## config.mk

```make
export PLATFORM = sky130hd
export DESIGN_NAME = xdma_desc_byp_arbiter
export DESIGN_NICKNAME = d
export VERILOG_FILES = /design/src/rtl/xdma_desc_byp_arbiter.sv
export SDC_FILE = /design/constraint.sdc
export NUM_CORES = 1
export LEC_CHECK = 0
export CORE_AREA = 2 2 346 348
export DETAILED_ROUTE_END_ITERATION = 12
export DIE_AREA = 0 0 348 350
export PLACE_DENSITY_LB_ADDON = 0.15
export SYNTH_ARGS = -nofsm -noshare
export SYNTH_HDL_FRONTEND = slang
export SYNTH_SLANG_ARGS = --single-unit
```

## constraint.sdc

```tcl
create_clock -name CLK -period 3.85 [get_ports CLK]
set_input_delay 0.77 -clock CLK [delete_from_list [all_inputs] [get_ports CLK]]
set_output_delay 0.77 -clock CLK [all_outputs]
set_load 0.005 [all_outputs]
```

## src/rtl/xdma_desc_byp_arbiter.sv

```systemverilog
// rtl/xdma_desc_byp_arbiter.sv - round-robin share of one XDMA descriptor-bypass port
// Registered descriptor stage plus an in-order channel FIFO that routes desc_done back to its issuer.
module xdma_desc_byp_arbiter #(
  parameter int NUM_CH          = 4,
  parameter int ADDR_W          = 64,
  parameter int LEN_W           = 28,
  parameter int CTL_W           = 16,
  parameter int MAX_OUTSTANDING = 8,
  parameter int IDX_W           = (NUM_CH > 1) ? $clog2(NUM_CH) : 1,
  localparam int CNT_W          = $clog2(MAX_OUTSTANDING + 1)
) (
  input  logic                     CLK,
  input  logic                     RST_N,
  input  logic [NUM_CH-1:0]        req_valid,
  output logic [NUM_CH-1:0]        req_ready,
  input  logic [NUM_CH*ADDR_W-1:0] req_src_addr,
  input  logic [NUM_CH*ADDR_W-1:0] req_dst_addr,
  input  logic [NUM_CH*LEN_W-1:0]  req_len,
  input  logic [NUM_CH*CTL_W-1:0]  req_ctl,
  output logic [NUM_CH-1:0]        ch_done,
  input  logic                     byp_ready,
  output logic                     byp_load,
  output logic [ADDR_W-1:0]        byp_src_addr,
  output logic [ADDR_W-1:0]        byp_dst_addr,
  output logic [LEN_W-1:0]         byp_len,
  output logic [CTL_W-1:0]         byp_ctl,
  input  logic                     desc_done,
  output logic [CNT_W-1:0]         outstanding,
  output logic                     err_spurious_done
);

  localparam int PTR_W = (MAX_OUTSTANDING > 1) ? $clog2(MAX_OUTSTANDING) : 1;

  typedef enum logic {IDLE = 1'b0, ISSUE = 1'b1} state_t;

  state_t              r_state;
  state_t              w_state_nxt;
  logic [ADDR_W-1:0]   r_src;
  logic [ADDR_W-1:0]   r_dst;
  logic [LEN_W-1:0]    r_len;
  logic [CTL_W-1:0]    r_ctl;
  logic [IDX_W-1:0]    r_held_idx;
  logic [IDX_W-1:0]    r_rr_ptr;
  logic [IDX_W-1:0]    r_fifo [MAX_OUTSTANDING];
  logic [PTR_W-1:0]    r_wr_ptr;
  logic [PTR_W-1:0]    r_rd_ptr;
  logic [CNT_W-1:0]    r_count;
  logic [NUM_CH-1:0]   r_ch_done;
  logic                r_err;

  logic                w_push;
  logic                w_pop;
  logic [CNT_W:0]      w_occ_if_push;
  logic                w_can_accept;
  logic                w_gnt_any;
  logic [IDX_W-1:0]    w_gnt_idx;
  logic [IDX_W:0]      w_scan;
  logic                w_grant;
  logic [IDX_W-1:0]    w_rr_nxt;

  assign w_push = (r_state == ISSUE) && byp_ready;
  assign w_pop  = desc_done && (r_count != '0);

  // Held descriptor counts against the budget so FIFO plus output stage never exceeds MAX_OUTSTANDING.
  assign w_occ_if_push = {1'b0, r_count} + (CNT_W+1)'(r_state == ISSUE) - (CNT_W+1)'(w_pop);
  assign w_can_accept  = ((r_state == IDLE) || byp_ready) &&
                         (w_occ_if_push < (CNT_W+1)'(MAX_OUTSTANDING));

  always_comb begin
    w_gnt_any = 1'b0;
    w_gnt_idx = '0;
    w_scan    = '0;
    for (int k = 0; k < NUM_CH; k++) begin
      w_scan = {1'b0, r_rr_ptr} + (IDX_W+1)'(k);
      if (w_scan >= (IDX_W+1)'(NUM_CH)) begin
        w_scan = w_scan - (IDX_W+1)'(NUM_CH);
      end
      if (!w_gnt_any && req_valid[w_scan[IDX_W-1:0]]) begin
        w_gnt_any = 1'b1;
        w_gnt_idx = w_scan[IDX_W-1:0];
      end
    end
  end

  assign w_grant  = w_can_accept && w_gnt_any;
  assign w_rr_nxt = (w_gnt_idx == IDX_W'(NUM_CH - 1)) ? '0 : w_gnt_idx + 1'b1;

  always_comb begin
    w_state_nxt = r_state;
    req_ready   = '0;
    if (w_grant) begin
      req_ready[w_gnt_idx] = 1'b1;
      w_state_nxt          = ISSUE;
    end else if (w_push) begin
      w_state_nxt = IDLE;
    end
  end

  always_ff @(posedge CLK or negedge RST_N) begin
    if (!RST_N) begin
      r_state <= IDLE;
    end else begin
      r_state <= w_state_nxt;
    end
  end

  always_ff @(posedge CLK or negedge RST_N) begin
    if (!RST_N) begin
      r_src      <= '0;
      r_dst      <= '0;
      r_len      <= '0;
      r_ctl      <= '0;
      r_held_idx <= '0;
      r_rr_ptr   <= '0;
      r_wr_ptr   <= '0;
      r_rd_ptr   <= '0;
      r_count    <= '0;
      r_ch_done  <= '0;
      r_err      <= 1'b0;
    end else begin
      if (w_grant) begin
        r_src      <= req_src_addr[w_gnt_idx*ADDR_W +: ADDR_W];
        r_dst      <= req_dst_addr[w_gnt_idx*ADDR_W +: ADDR_W];
        r_len      <= req_len[w_gnt_idx*LEN_W +: LEN_W];
        r_ctl      <= req_ctl[w_gnt_idx*CTL_W +: CTL_W];
        r_held_idx <= w_gnt_idx;
        r_rr_ptr   <= w_rr_nxt;
      end
      if (w_push) begin
        r_wr_ptr <= r_wr_ptr + 1'b1;
      end
      if (w_pop) begin
        r_rd_ptr <= r_rd_ptr + 1'b1;
      end
      r_count   <= r_count + CNT_W'(w_push) - CNT_W'(w_pop);
      r_ch_done <= '0;
      if (w_pop) begin
        r_ch_done[r_fifo[r_rd_ptr]] <= 1'b1;
      end
      if (desc_done && (r_count == '0)) begin
        r_err <= 1'b1;
      end
    end
  end

  always_ff @(posedge CLK) begin
    if (w_push) begin
      r_fifo[r_wr_ptr] <= r_held_idx;
    end
  end

  assign byp_load          = (r_state == ISSUE);
  assign byp_src_addr      = r_src;
  assign byp_dst_addr      = r_dst;
  assign byp_len           = r_len;
  assign byp_ctl           = r_ctl;
  assign ch_done           = r_ch_done;
  assign outstanding       = r_count;
  assign err_spurious_done = r_err;

endmodule

```

# Word-level counts from Yosys, hierarchy flattened

Memories as Yosys holds them, arrays and structs flattened.
Index checks and enable logic that the tools add are counted.

Register bits: 192
RAM bits: 16
Bits of input ports: 696
Memories kept: 1

$add $sub $neg: 14
$mul: 1
$lt $le $gt $ge: 13
Eq/ne operators: 1
Shifts and indexed selects: 4
Mux-type cells: 31
Bitwise gates (word level): 1
Reductions and logical operators: 17

Memories:

| memory | depth | width | read ports | clocked after memory_dff | wr ports | line | RTL |
|---|---|---|---|---|---|---|---|
| r_fifo | 8     | 2     | 1          | 0                        | 1        | 44   | `logic [IDX_W-1:0] r_fifo [MAX_OUTSTANDING];` |

Operators by type and width:

| cell                                                                  | number |
|---|---|
| 256-bit by 9-bit indexed part select with 64-bit output               | 2 |
| 112-bit by 8-bit indexed part select with 28-bit output               | 1 |
| 64-bit by 7-bit indexed part select with 16-bit output                | 1 |
| 2-bit by 3-bit < comparator with 1-bit output, second input constant  | 6 |
| 2-bit two-way mux                                                     | 9 |
| 1-bit two-way mux                                                     | 14 |
| 1-bit logical AND                                                     | 10 |
| 3-bit >= comparator, second input constant                            | 3 |
| 1-bit binary-select mux with 2-bit select                             | 4 |
| 4-bit two-way mux                                                     | 2 |
| 2-bit by 1-bit subtractor with 2-bit output, second input constant    | 4 |
| 2-bit by 2-bit adder with 3-bit output, second input constant         | 2 |
| 3-bit by 1-bit adder with 3-bit output, second input constant         | 2 |
| 4-bit by 1-bit adder with 5-bit output                                | 1 |
| 5-bit by 4-bit < comparator with 1-bit output, second input constant  | 1 |
| 2-bit by 3-bit multiplier with 5-bit output, second input constant    | 1 |
| 5-bit by 1-bit subtractor with 5-bit output                           | 1 |
| 4-bit by 1-bit adder with 4-bit output                                | 1 |
| 1-bit demux with 2-bit select                                         | 2 |
| 2-bit by 1-bit >= comparator with 1-bit output, second input constant | 2 |
| 4-bit logical NOT                                                     | 1 |
| 4-bit nonzero test                                                    | 1 |
| 4-bit by 1-bit subtractor with 4-bit output                           | 1 |
| 2-bit by 1-bit adder with 3-bit output, second input constant         | 1 |
| 7 further kinds                                                       | 9 |

# Depth between registers and ports, before layout

Gate-level depths: netlist of the first run.

Word-level depth: 19
Depth in mapped cells: 14
Mapped depth without buffers: 11

# Least setup slack after synthesis of the first run

Ideal clock, no wire load.

Path kind: input port to output port
Start point: in desc_done
End point: out req_ready[0]
Arrival: 2637 ps
Setup slack: 443 ps
Stages on the path: 12
Buffers on the path: 3
Cells stage by stage: nor2b_1 > nand2_1 > ha_1 > a211oi_1 > nor2_1 > and3_1 > o31ai_1 > nand2b_1 > buf_2 > buf_6 > buf_4 > nor2_1

Longest elaborated chain between the ends: 6

RTL lines:

| what                                          | line | RTL |
|---|---|---|
| from (decl)                                   | 27   | `input logic desc_done,` |
| 1-bit logical AND                             | 62   | `assign w_pop = desc_done && (r_count != '0);` |
| 5-bit by 1-bit subtractor with 5-bit output   | 65   | `assign w_occ_if_push = {1'b0, r_count} + (CNT_W+1)'(r_state == ISSUE) - (CNT_W+1)'(w_pop);` |
| 5-bit by 4-bit < comparator with 1-bit output | 67   | `(w_occ_if_push < (CNT_W+1)'(MAX_OUTSTANDING));` |
| 1-bit logical AND                             | 66   | `assign w_can_accept = ((r_state == IDLE) \|\| byp_ready) &&` |
| 1-bit logical AND                             | 85   | `assign w_grant = w_can_accept && w_gnt_any;` |
| 4-bit two-way mux                             | 91   | `if (w_grant) begin` |
| to (decl)                                     | 15   | `output logic [NUM_CH-1:0] req_ready,` |

Every way passes these cells.

# Final worst setup path of the first run

Start point: reg r_count[3] (netlist: outstanding[3])
End point: out req_ready[1]

Longest elaborated chain between the ends: 7
Elaborated cells on any way between the ends: 8
Classes of those cells: add/sub: 2; order compare: 1; mux: 1; reduce/logical: 4

RTL lines:

| what                                                                                           | line | RTL |
|---|---|---|
| from (decl)                                                                                    | 47   | `logic [CNT_W-1:0] r_count;` |
| from (signal assigned)                                                                         | 135  | `r_count <= r_count + CNT_W'(w_push) - CNT_W'(w_pop);` |
| parallel branches: the longest is 2 deep, another holds 4-bit by 1-bit adder with 5-bit output | --   |  |
| 5-bit by 1-bit subtractor with 5-bit output (*)                                                | 65   |  |
| 5-bit by 4-bit < comparator with 1-bit output (*)                                              | 67   |  |
| 1-bit logical AND (*)                                                                          | 66   |  |
| 1-bit logical AND (*)                                                                          | 85   |  |
| 4-bit two-way mux (*)                                                                          | 91   |  |

Mark *: on every way between the ends.

==> results_dict.tcl, run 1 <==
set metrics [dict create \
    fp.dieH_um 350 \
    synth_seq_cells 208 \
    yosysUniqueCellTypes 40 \
    clk_latency_ns 0.61 \
    drt-initial-drc-count 818 \
    relSlewSlack 0.287 \
    leakage_nw 9.67 \
    avgSynthCellArea_um2 8.70 \
    drive_gt1_frac 0.0931 \
    clkTransAtPathRegs_ns 0.06 \
    report.final.slew_viol_count 0 \
    rows 126 \
    wl_per_cell_um 21.9 \
    finalSetupViolations 0 \
    cts_max_level 1 \
    worst_r2r_endpoint "byp_dst_addr[37]" \
    synth_top_area_frac 0.371 \
    drt_wl_total_um 85100 \
    vias 14900 \
    cp-startpoint "outstanding[3]" \
    worst_pin_slew_ns 1.07 \
    rrSetupSlack_ns 0.63 \
    cap_viol_max_count 0 \
    powerDensity_nw_per_um2 769 \
    ir_drop_mv 0.538 \
    final_core_util 0.211 \
    synthTopCellsByArea "dfrtp_1 37%, a21oi_1 13%, nand2_1 10%" \
    initial_core_util 0.110 \
    dp_hpwl_um 67700 \
    drc_errors 0 \
    grt_pass1_wl_um 116000 \
    grt_max_degree 113 \
    ys_top_cells_by_count "359 x nand2_1, 347 x a21oi_1, 192 x dfrtp_1" \
    r2r_start "outstanding[3]" \
    rsz0062_at_grt "no" \
    finalHoldViolCount 0 \
    die-area_um2 122000 \
    dieWidth_um 348 \
    areaGrowthSynthToFinish_pct 91.7 \
    crit_path_max_fanout 6 \
    yosysWarnings 0 \
    setup.worst_path.end_class "output pin" \
    synth_cells 1488 \
    io_buffers 881 \
    synth_nets 2197 \
    clk_path_buf_depth 3 \
    status "complete, no violations" \
    critPathKind "reg2out" \
    synth.cell_area_um2 12900 \
    cp-endpoint "req_ready[1]" \
    routabilityCongestion 0.883 \
    period_needed_ns 3.68 \
    hold_class "in2async" \
    ant_nets 0 \
    synth-edff-count 16 \
    dr.pass1.iters 5 \
    finClkSkew_ns 0.0304 \
    reg2regPathDepth 13 \
    arrival_ns 2.91 \
    io_pins 882 \
    clock_sinks 208 \
    root_buffer "clkbuf_16" \
    synth_seq_area_share 0.408 \
    crit_required_ns 3.08 \
    grtUsageTotal 0.131 \
    cts_buffers 31 \
    cp-start-kind "flip-flop" \
    post-route-period-util 0.956 \
    antenna_found_initial 34 \
    core-area_um2 118000 \
    nets 3026 \
    max_freq_mhz 272 \
    ys.flop_type "dfrtp_1" \
    hold_slack_ns 0.174 \
    cts_tree "done" \
    grt_overflow 0 \
    yosys.area.top_type "dfrtp_1" \
    grt_pass1_vias 15800 \
    synth.most_common_cell "nand2_1" \
    async_flop_share 0.923 \
    routed_via_density 3.84 \
]
==> layout by cell type, fill, tap and decap left out, drive strengths merged, types with 7 or more instances in the layout <==
master         count
mux2             177
nor2              15
dfrtp            192
a21oi            347
nand2b             7
clkbuf            38
edfxtp            16
nand2            359
buf               53
clkdlybuf4s50    875
inv               16
a22oi            172
diode             12
ha                12
clkinv            15
==> per-stage QoR <==
stage          cells  area (um^2)  setup TNS (ns)  setup slack, ns  total power [mW]
2_1_floorplan   1488        12900               0            0.443              10.6
3_3_place_gp    3814        23600          -61.87           -0.660              16.3
3_5_place_dp    3814        23600          -21.58           -0.450              16.4
4_1_cts         3875        24700         -0.0124          -0.0124              19.6
5_1_grt         3889        24800               0           0.0110              20.6
6_report        3890        24800               0            0.169              19.1
==> worst min path at each step <==
stage	depth (start not counted)	start	slack [ns]	to
4_1_cts	1	RST_N	0.18	byp_len[4]
3_3_place_gp	1	byp_src_addr[57]	0.47	byp_src_addr[57]
5_1_grt	1	RST_N	0.20	byp_len[4]
2_1_floorplan	0	RST_N	0.47	byp_ctl[0]
3_5_place_dp	1	byp_ctl[6]	0.48	byp_ctl[6]
6_report	1	RST_N	0.17	byp_len[4]
==> per-layer routing <==
metal  routed length (um)  global-route usage  vias up
met5                  150                   0        -
met4                 2120              0.0360       24
met3                 8160              0.0532      104
met2                42100               0.227      641
met1                32700               0.147     7187
li1                     -                   -     6981
==> what timing repair did <==
action / CTS / global route
gates resized for setup: 21 / 12
buffers inserted: 3 / 4
pin swaps: 2 / 7
endpoints found under the setup margin: 4 / 4
hold buffers: 0 / 0
==> sequential cells by signal, summed over array words and instances (netlist names) <==
name / cells
outstanding: 4
byp_load: 1
err_spurious_done: 1
byp_ctl: 16
ch_done: 4
r_rr_ptr: 2
byp_len: 28
byp_dst_addr: 64
r_rd_ptr: 3
byp_src_addr: 64
r_wr_ptr: 3
r_held_idx: 2
r_fifo: 16
==> power breakdown <==
part | switching [mW] | internal (mW) | leakage (nW) | total (mW)
logic | 6.09 | 6.01 | 6.79 | 12.1
registers | 0.682 | 3.40 | 2.37 | 4.08
clock network | 1.16 | 1.74 | 0.510 | 2.90
total | 7.93 | 11.2 | 9.67 | 19.1
==> layout make-up <==
cell class              count  area, um^2
multi-input cells        1130        7120
inverters                  15        68.8
clock buffers              38         843
clock inverters            20         180
repair buffers            931        9370
fillers                 12900       92900
diodes                     12        30.0
flip-flops and latches    208        5290
well taps                1536        1920
==> critical path: stages, from the launching register on <==
cell and delay (ns):
dfrtp_1 0.39, inv_2 0.08, ha_4 0.16, nand2b_4 0.05, nand2_2 0.08, ha_4 0.20, a211oi_4 0.24, nor2_2 0.08
a211oi_2 0.30, o31ai_4 0.11, nand2b_4 0.22, nor2_2 0.12, clkdlybuf4s15_1 0.24
==> kinds of logic (layout without fill, tap and decap cells) <==
family          count (synthesis)  count (layout)  synth area share
xor+xnor                        6               6           0.00406
compound gates                532             532             0.242
buf+inv                       150            1004            0.0505
fa+ha+maj                      13              13            0.0131
flops                         208             208             0.408
mux                           184             184             0.165
other cells                     0              12                 0
simple gates                  395             395             0.118
No activity file was read; power rests on OpenSTA's default activity.
==> run 2: changes to the inputs <==
- CAP_MARGIN: not set -> 40
==> run 2 against run 1 <==
Compared with the run above:
- routed wire length grew 0.67%
- clock-buffer cell count is 9 higher
- global-route usage is 0.10 points higher
- clock skew is 0.013 ns lower
- largest power group unchanged
- sequential share of layout area is essentially flat
- die area unchanged
- setup slack improved by 0.012 ns
- combinational power barely moved
- clock power rose by 2%
- cell count is essentially flat
==> results_dict.tcl, run 2 (synthesis gave the netlist of run 1 again) <==
set metrics [dict create \
    wl_per_cell_um 22.1 \
    critPathBufInv 3 \
    finClkSkew_ns 0.0173 \
    crit_required_ns 3.08 \
    cap_viol_max_count 0 \
    ir_drop_mv 0.535 \
    period_needed_ns 3.67 \
    initial_core_util 0.110 \
    reg2regPathDepth 13 \
    cts_tree "done" \
    rsz0062_at_grt "no" \
    grt_pass1_wl_um 118000 \
    max_freq_mhz 273 \
    io_buffers 881 \
    die-area_um2 122000 \
    drt_wl_total_um 85700 \
    path_cells "inv_2, ha_4, nand2b_4, nand2_2, ha_4, a211oi_2, nor2_2, a211oi_2, o31ai_4, nand2b_4, buf_6, nor2_4, buf_12" \
    hold_class "in2async" \
    hold_slack_ns 0.171 \
    post-place-cells 3815 \
    met1_usage 0.147 \
    worst_r2r_endpoint "byp_dst_addr[36]" \
    cp-endpoint "req_ready[2]" \
    post-route-period-util 0.953 \
    drt-initial-drc-count 791 \
    multi_input_area_um2 7120 \
    critPathKind "reg2out" \
    cpPeakStageDelay_ns 0.39 \
    cp-startpoint "outstanding[3]" \
    grtUsageMet2 0.227 \
    dp_hpwl_um 68100 \
    cp_slowest_cell "dfrtp_1" \
    cp_num_cells 13 \
    design_area_um2 24800 \
    layoutNonFillerInstCount 3887 \
    grt_max_degree 113 \
    leakage_nw 9.68 \
    report.final.slew_viol_count 0 \
    mostFrequentLayoutCells "875 x clkdlybuf4s50_1, 358 x nand2_1, 347 x a21oi_1" \
    vias 15100 \
    clock_sinks 208 \
    setup.worst_path.end_class "output pin" \
    n_fill_cell 12900 \
    arrival_ns 2.90 \
    rows 126 \
    cp-start-kind "flip-flop" \
    nets 3025 \
    core-area_um2 118000 \
    cts_buffers 30 \
    routabilityCongestion 0.883 \
    final_common_cell "clkdlybuf4s50_1" \
    powerDensity_nw_per_um2 772 \
    crit_path_max_fanout 5 \
    routed_via_density 3.90 \
    grt_pass1_vias 16100 \
    tns_ns 0 \
    fp.dieH_um 350 \
    relSlewSlack 0.437 \
    io_pins 882 \
    status "complete, no violations" \
    cts_max_level 1 \
    cts_hold_buf 0 \
    finalHoldViolCount 0 \
    placed_area_um2 23700 \
    dr.pass1.iters 5 \
    drc_errors 0 \
    rrSetupSlack_ns 0.66 \
    antenna_found_initial 40 \
    r2r_start "outstanding[3]" \
    areaGrowthSynthToFinish_pct 91.8 \
    clkTransAtPathRegs_ns 0.06 \
    ant_nets 0 \
    drive_gt1_frac 0.0915 \
    register_area_um2 5290 \
    grt_overflow 0 \
    use_met3 0.0545 \
    critical-path-top-delay-family "compound AO/OA/AOI/OAI gates" \
    grtUsageTotal 0.132 \
    busiest_layer "met2" \
    root_buffer "clkbuf_16" \
    worst_pin_slew_ns 0.845 \
    clk_latency_ns 0.60 \
    finalSetupViolations 0 \
    clk_path_buf_depth 3 \
    dieWidth_um 348 \
]
## run 2: cell count changes in the layout (fill, tap and decap cells not counted), sizes merged
| cell | previous run | this run |
|---|---|---|
| clkinv | 15 | 5 |
| inv | 16 | 15 |
| clkbuf | 38 | 47 |
| clkinvlp | 1 | 0 |
## run 2: worst min path at each step
stage               slack, ns                 to  cells past startpoint               from
global route             0.19         byp_len[4]                      1              RST_N
CTS                      0.16         byp_len[4]                      1              RST_N
global placement         0.47   byp_src_addr[57]                      1   byp_src_addr[57]
floorplan                0.47         byp_ctl[0]                      0              RST_N
detailed placement       0.48  err_spurious_done                      1  err_spurious_done
finish                   0.17         byp_len[4]                      1              RST_N
## run 2: metal layers
| layer | up-vias | part of all wire |
|---|---|---|
| met5 | - | 0.0026 |
| met4 | 36 | 0.031 |
| met1 | 7335 | 0.38 |
| met3 | 144 | 0.095 |
| li1 | 6987 | - |
| met2 | 643 | 0.49 |
## run 2: final cells by class
cell class                 instances  share of cell area
timing repair buffer             931               0.378
multi-input combinational       1130               0.286
sequential                       208               0.213
tap                             1536              0.0774
clock buffer                      47              0.0369
clock inverter                     8             0.00463
inverter                          15             0.00277
antenna                           12             0.00121
## run 2: power by group
group	internal, mW	leakage [nW]	switching (mW)	total (mW)
Combinational	6.02	6.80	6.12	12.1
Clock	1.81	0.511	1.15	2.96
Sequential	3.40	2.37	0.670	4.07
Total	11.2	9.68	7.94	19.2
## run 2: through the flow
| stage | util | total power [mW] | worst slack, ns |
|---|---|---|---|
| 3_5_place_dp | 0.201 | 16.4 | -0.468 |
| 3_3_place_gp | 0.201 | 16.3 | -0.660 |
| 4_1_cts | 0.211 | 19.7 | 0.00197 |
| 5_1_grt | 0.211 | 20.7 | 0.00402 |
| 2_1_floorplan | - | 10.6 | 0.443 |
| 6_report | 0.211 | 19.2 | 0.181 |
## run 2: timing repair
item | CTS | global route
setup buffers | 5 | 0
gates cloned | 0 | 0
pin swaps | 8 | 6
endpoints found under the setup margin | 4 | 4
gates resized for setup | 30 | 1
